## src/rtl/multicycle_control.sv

```systemverilog
// Main control FSM for the multicycle MIPS datapath: sequences fetch/decode/execute/
// memory/writeback, drives datapath enables and mux selects, traps on bad opcode or memory stall.
module multicycle_control #(
  parameter int unsigned MEM_TIMEOUT     = 15,
  parameter bit          TRAP_ON_ILLEGAL = 1'b1
) (
  input  logic       clk,
  input  logic       reset_n,
  input  logic [5:0] opcode,
  input  logic       mem_ready,
  output logic       pc_write,
  output logic       pc_write_cond,
  output logic [1:0] pc_source,
  output logic       i_or_d,
  output logic       mem_read,
  output logic       mem_write,
  output logic       ir_write,
  output logic       reg_dst,
  output logic       mem_to_reg,
  output logic       reg_write,
  output logic       alu_src_a,
  output logic [1:0] alu_src_b,
  output logic [1:0] ALU_op,
  output logic       alu_funct_sel,
  output logic       imm_zero_ext,
  output logic       trap,
  output logic [1:0] trap_cause,
  output logic [3:0] state
);

  localparam logic [3:0] S_IDLE         = 4'd0;
  localparam logic [3:0] S_FETCH        = 4'd1;
  localparam logic [3:0] S_DECODE       = 4'd2;
  localparam logic [3:0] S_MEM_ADDR     = 4'd3;
  localparam logic [3:0] S_MEM_READ     = 4'd4;
  localparam logic [3:0] S_MEM_WB       = 4'd5;
  localparam logic [3:0] S_MEM_WRITE    = 4'd6;
  localparam logic [3:0] S_EXECUTE      = 4'd7;
  localparam logic [3:0] S_R_COMPLETE   = 4'd8;
  localparam logic [3:0] S_BRANCH       = 4'd9;
  localparam logic [3:0] S_JUMP         = 4'd10;
  localparam logic [3:0] S_IMM_EXEC     = 4'd11;
  localparam logic [3:0] S_IMM_COMPLETE = 4'd12;
  localparam logic [3:0] S_TRAP         = 4'd15;

  localparam logic [5:0] OP_RTYPE = 6'b000000;
  localparam logic [5:0] OP_LW    = 6'b100011;
  localparam logic [5:0] OP_SW    = 6'b101011;
  localparam logic [5:0] OP_BEQ   = 6'b000100;
  localparam logic [5:0] OP_J     = 6'b000010;
  localparam logic [5:0] OP_ADDI  = 6'b001000;
  localparam logic [5:0] OP_ANDI  = 6'b001100;
  localparam logic [5:0] OP_ORI   = 6'b001101;

  localparam logic [1:0] CAUSE_NONE    = 2'b00;
  localparam logic [1:0] CAUSE_ILLEGAL = 2'b01;
  localparam logic [1:0] CAUSE_TIMEOUT = 2'b10;

  localparam logic [7:0] TMO     = 8'(MEM_TIMEOUT);
  localparam bit         TMO_EN  = (MEM_TIMEOUT != 0);

  typedef struct packed {
    logic       pc_write;
    logic       pc_write_cond;
    logic [1:0] pc_source;
    logic       i_or_d;
    logic       mem_read;
    logic       mem_write;
    logic       ir_write;
    logic       reg_dst;
    logic       mem_to_reg;
    logic       reg_write;
    logic       alu_src_a;
    logic [1:0] alu_src_b;
    logic [1:0] alu_op;
    logic       alu_funct_sel;
    logic       imm_zero_ext;
  } ctl_t;

  logic [3:0] state_q, state_d;
  logic [7:0] wait_cnt, wait_cnt_d;
  logic [1:0] cause_q, cause_d;
  logic       mem_wait, timeout;
  ctl_t       ctl;

  assign mem_wait = (state_q == S_FETCH) || (state_q == S_MEM_READ) || (state_q == S_MEM_WRITE);
  // A ready memory in the deadline cycle beats the timeout.
  assign timeout  = TMO_EN && mem_wait && !mem_ready && (wait_cnt == TMO);

  always_comb begin
    state_d = state_q;
    cause_d = cause_q;
    case (state_q)
      S_IDLE:     state_d = S_FETCH;
      S_FETCH:    if (mem_ready) state_d = S_DECODE;
      S_DECODE: begin
        case (opcode)
          OP_RTYPE:               state_d = S_EXECUTE;
          OP_LW, OP_SW:           state_d = S_MEM_ADDR;
          OP_BEQ:                 state_d = S_BRANCH;
          OP_J:                   state_d = S_JUMP;
          OP_ADDI, OP_ANDI, OP_ORI: state_d = S_IMM_EXEC;
          default: begin
            if (TRAP_ON_ILLEGAL) begin
              state_d = S_TRAP;
              cause_d = CAUSE_ILLEGAL;
            end else begin
              state_d = S_FETCH;
            end
          end
        endcase
      end
      S_MEM_ADDR:     state_d = (opcode == OP_SW) ? S_MEM_WRITE : S_MEM_READ;
      S_MEM_READ:     if (mem_ready) state_d = S_MEM_WB;
      S_MEM_WB:       state_d = S_FETCH;
      S_MEM_WRITE:    if (mem_ready) state_d = S_FETCH;
      S_EXECUTE:      state_d = S_R_COMPLETE;
      S_R_COMPLETE:   state_d = S_FETCH;
      S_BRANCH:       state_d = S_FETCH;
      S_JUMP:         state_d = S_FETCH;
      S_IMM_EXEC:     state_d = S_IMM_COMPLETE;
      S_IMM_COMPLETE: state_d = S_FETCH;
      S_TRAP:         state_d = S_TRAP;
      default:        state_d = S_IDLE;
    endcase
    if (timeout) begin
      state_d = S_TRAP;
      cause_d = CAUSE_TIMEOUT;
    end
  end

  // Counts consecutive stalled cycles in one memory-wait state; saturates so a
  // disabled timeout never wraps back into a stale match.
  always_comb begin
    if ((state_d != state_q) || mem_ready || !mem_wait) wait_cnt_d = '0;
    else if (wait_cnt != 8'hFF)                         wait_cnt_d = wait_cnt + 8'd1;
    else                                                wait_cnt_d = wait_cnt;
  end

  always_ff @(posedge clk or negedge reset_n) begin
    if (!reset_n) begin
      state_q  <= S_IDLE;
      wait_cnt <= '0;
      cause_q  <= CAUSE_NONE;
    end else begin
      state_q  <= state_d;
      wait_cnt <= wait_cnt_d;
      cause_q  <= cause_d;
    end
  end

  always_comb begin
    ctl = '0;
    case (state_q)
      S_FETCH: begin
        ctl.mem_read  = 1'b1;
        ctl.alu_src_b = 2'b01;
        ctl.pc_write  = mem_ready;
        ctl.ir_write  = mem_ready;
      end
      S_DECODE:   ctl.alu_src_b = 2'b11;
      S_MEM_ADDR: begin
        ctl.alu_src_a = 1'b1;
        ctl.alu_src_b = 2'b10;
      end
      S_MEM_READ: begin
        ctl.mem_read = 1'b1;
        ctl.i_or_d   = 1'b1;
      end
      S_MEM_WB: begin
        ctl.reg_write  = 1'b1;
        ctl.mem_to_reg = 1'b1;
      end
      S_MEM_WRITE: begin
        ctl.mem_write = 1'b1;
        ctl.i_or_d    = 1'b1;
      end
      S_EXECUTE: begin
        ctl.alu_src_a = 1'b1;
        ctl.alu_op    = 2'b10;
      end
      S_R_COMPLETE: begin
        ctl.reg_write = 1'b1;
        ctl.reg_dst   = 1'b1;
      end
      S_BRANCH: begin
        ctl.alu_src_a     = 1'b1;
        ctl.alu_op        = 2'b01;
        ctl.pc_write_cond = 1'b1;
        ctl.pc_source     = 2'b01;
      end
      S_JUMP: begin
        ctl.pc_write  = 1'b1;
        ctl.pc_source = 2'b10;
      end
      S_IMM_EXEC: begin
        ctl.alu_src_a = 1'b1;
        ctl.alu_src_b = 2'b10;
        // andi/ori route the opcode into ALU_Control and use a zero-extended immediate
        if (opcode != OP_ADDI) begin
          ctl.alu_op        = 2'b10;
          ctl.alu_funct_sel = 1'b1;
          ctl.imm_zero_ext  = 1'b1;
        end
      end
      S_IMM_COMPLETE: ctl.reg_write = 1'b1;
      default: ;
    endcase
  end

  assign pc_write      = ctl.pc_write;
  assign pc_write_cond = ctl.pc_write_cond;
  assign pc_source     = ctl.pc_source;
  assign i_or_d        = ctl.i_or_d;
  assign mem_read      = ctl.mem_read;
  assign mem_write     = ctl.mem_write;
  assign ir_write      = ctl.ir_write;
  assign reg_dst       = ctl.reg_dst;
  assign mem_to_reg    = ctl.mem_to_reg;
  assign reg_write     = ctl.reg_write;
  assign alu_src_a     = ctl.alu_src_a;
  assign alu_src_b     = ctl.alu_src_b;
  assign ALU_op        = ctl.alu_op;
  assign alu_funct_sel = ctl.alu_funct_sel;
  assign imm_zero_ext  = ctl.imm_zero_ext;
  assign trap          = (state_q == S_TRAP);
  assign trap_cause    = cause_q;
  assign state         = state_q;

endmodule
```

## config.mk

```make
export PLATFORM = sky130hd
export DESIGN_NAME = multicycle_control
export DESIGN_NICKNAME = d
export VERILOG_FILES = /design/src/rtl/multicycle_control.sv
export SDC_FILE = /design/constraint.sdc
export NUM_CORES = 1
export LEC_CHECK = 0
export CAP_MARGIN = 25
export CORE_UTILIZATION = 50
export DETAILED_ROUTE_END_ITERATION = 7
export PLACE_DENSITY = 0.89
export SYNTH_ARGS = -nofsm -noshare
export SYNTH_HDL_FRONTEND = slang
export SYNTH_SLANG_ARGS = --single-unit
export TNS_END_PERCENT = 10
```

## constraint.sdc

```tcl
create_clock -name clk -period 4.3 [get_ports clk]
set_input_delay 0.43 -clock clk [delete_from_list [all_inputs] [get_ports clk]]
set_output_delay 0.43 -clock clk [all_outputs]
set_load 0.1 [all_outputs]
```

==> metrics.txt <==
synth unique cells 44; syn nets roughly 150; unrepaired setup endpoints after global routing false; H-tree Lvls 1; drt via density 5.79; Seq/Total Area, Yosys 30.9%; Synth Instances 141; startpoint types flip-flop; die height 49.6 µm; syn avg cell area approximately 8 µm²; critical hold path startpoint trap_cause[0]$_DFFE_PN0P_; grt total ovfl 0; Setup crit start state[3]$_DFF_PN0_; Sink Count 14; Final min period 3.11 ns; grt peak-use layer met2; Yosys reg bits 14; CP Capture Type primary output; Post-CTS Setup Inserts 0; Initial Util 55.5%; worst hold margin 0.496 ns; fin nets 180; multi-input logic area 723 µm²; first-pass GRT wire length about 4400 µm; reg2reg start state[0]$_DFF_PN0_; worst-margin pin slew 0.979 ns; period utilization 72.4%; Ys Warns 0; largest fanout on the critical path 15; FF+latch area 350 µm²; diode count 0; final-layout fill cell count 172; Die X 49.6 µm; Cell Count Post-Placement 192; Post-DP HPWL ~2100 µm; core area 2040 µm²; number of flops mapped to enable cells by yosys 0; GRT met2 Usage roughly 44%; GRT Total Usage approximately a quarter; Max Slew Vio Count 0; Hold Buf Count CTS 0; initial antenna violation count 0; via count 1,134; Residual DRC 0; most common flop cell mapped by yosys dfrtp_1; Die Area 2460 µm²; CTS Buf Count 3; TNS Setup 0 ns; iteration count of the initial detailed-routing pass 4; drt initial violations 16; vias in the first global route 1,038; # resized after CTS 0; Cell Area, Synth between 1000 and 1500 µm²; drt total wl between 2000 and 3000 µm; Setup Viol. Count Final 0; largest net degree at the start of global routing 18; row count 16; CTS tree yes; maximum root-to-sink buffer count 2; Final Hold Fails 0; antenna-violating nets left 0; M3 GR Usage 4.32%; area grow syn2layout 31.0%; crit path kind reg2out; Worst Hold Class reg2reg; Port-buffer cells 33; clock latency at the later pin of the worst-skew pair 0.29 ns; Non-Filler Instances ~200; final setup skew ~0.0012 ns; crit path DAT between 2 and 3 ns; fmax between 300 and 400 MHz; root buffer cell clkbuf_4; required time worst endpoint 3.87 ns; GPL Wtd Cong roughly 0.80; share of post-route cells with drive strength above 1 7.10%; Synth async-reset ratio 100%; Slew HR 34.5%; Max-Cap Viols 0; Ports 34; M1 GR Usage 25.6%; Routed WL per cell 14.3 µm; run status finished, final reports clean; Clock Pin Slew Worst Setup and Hold Paths about 0.09 ns
-- synth_stat cells (2+ instances only) --
library cell	n	area share, %
o311ai_0	2	1.5
o21ai_0	5	2.2
dfrtp_1	14	31
nor3_1	11	4.9
mux2i_1	2	1.8
o21a_1	2	1.3
inv_1	3	0.99
nand3_1	7	3.1
buf_2	3	1.3
nor2b_1	4	2.2
buf_4	3	2.0
nor2_1	21	7.0
clkbuf_1	3	0.99
o21bai_1	3	2.0
nand2b_1	5	2.8
nor3b_1	2	1.3
xnor2_1	2	1.5
a21oi_1	7	3.1
nand2_1	17	5.6
-- sequential cells by signal, indices dropped and copies added (netlist names) --
| signal | flops |
|---|---|
| state | 4 |
| wait_cnt | 8 |
| trap_cause | 2 |
-- final timing paths --
| kind | slack [ns] | to | depth (start not counted) |
|---|---|---|---|
| max in group asynchronous | 3.38 | wait_cnt[5]$_DFFE_PN0P_ | 1 |
| worst max register to register | 2.30 | wait_cnt[0]$_DFFE_PN0P_ | 5 |
| worst min-delay path | 0.50 | trap_cause[0]$_DFFE_PN0P_ | 1 |
| worst max-delay path | 1.19 | ALU_op[1] | 4 |
| worst min register to register | 0.50 | trap_cause[0]$_DFFE_PN0P_ | 1 |
| min in group asynchronous | 0.52 | wait_cnt[2]$_DFFE_PN0P_ | 1 |
-- per-stage QoR --
step,cell area [µm²],setup WS (ns),util [%]
after floorplan,1130,0.231,-
after global placement,1450,1.35,71.0
after detailed placement,1450,1.28,71.0
after CTS,1490,1.19,72.7
after global routing,1490,1.03,72.7
final,1490,1.19,72.7
-- worst max-delay path: stages, from the launching register on --
cell,delay [ns]
dfrtp_1,0.63
nand2b_1,0.21
o21bai_1,0.22
a21oi_1,0.17
clkdlybuf4s50_1,1.16
-- cell families (layout without fill, tap and decap cells) --
family / Yosys count / after routing / share of synthesized area [%]
compound gates: 32 / 32 / 24.1
fa+ha+maj: 1 / 1 / 1.10
xor+xnor: 3 / 3 / 2.32
simple gates: 77 / 77 / 34.5
mux: 2 / 2 / 1.77
buf+inv: 12 / 40 / 5.30
flops: 14 / 14 / 30.9
-- layer usage --
| layer | wire, µm | vias up |
|---|---|---|
| met4 | 53 | 0 |
| met2 | 1470 | 34 |
| met5 | 0 | - |
| li1 | - | 560 |
| met1 | 1180 | 534 |
| met3 | 114 | 6 |
-- placed cells by master (no fill, tap or decap), types with 2 or more instances in the layout --
cell type         n
o21ai_0           5
nand2_1          17
xnor2_1           2
o21a_1            2
dfrtp_1          14
o21bai_1          3
clkdlybuf4s50_1  33
nor3_1           11
nor2_1           21
nand3_1           7
a21oi_1           7
nor2b_1           4
nand2b_1          5
o311ai_0          2
inv_1             3
mux2i_1           2
nor3b_1           2
clkbuf_4          3
-- cell type report --
cell class / instances / area share (%)
clock buffers: 4 / 2.44
well taps: 27 / 2.27
multi-input cells: 115 / 48.7
inverters: 3 / 0.758
repair buffers: 33 / 22.2
flip-flops and latches: 14 / 23.6
Power is not shown: default switching activity piles up to over one toggle a cycle in this logic, so the estimate is an artifact.
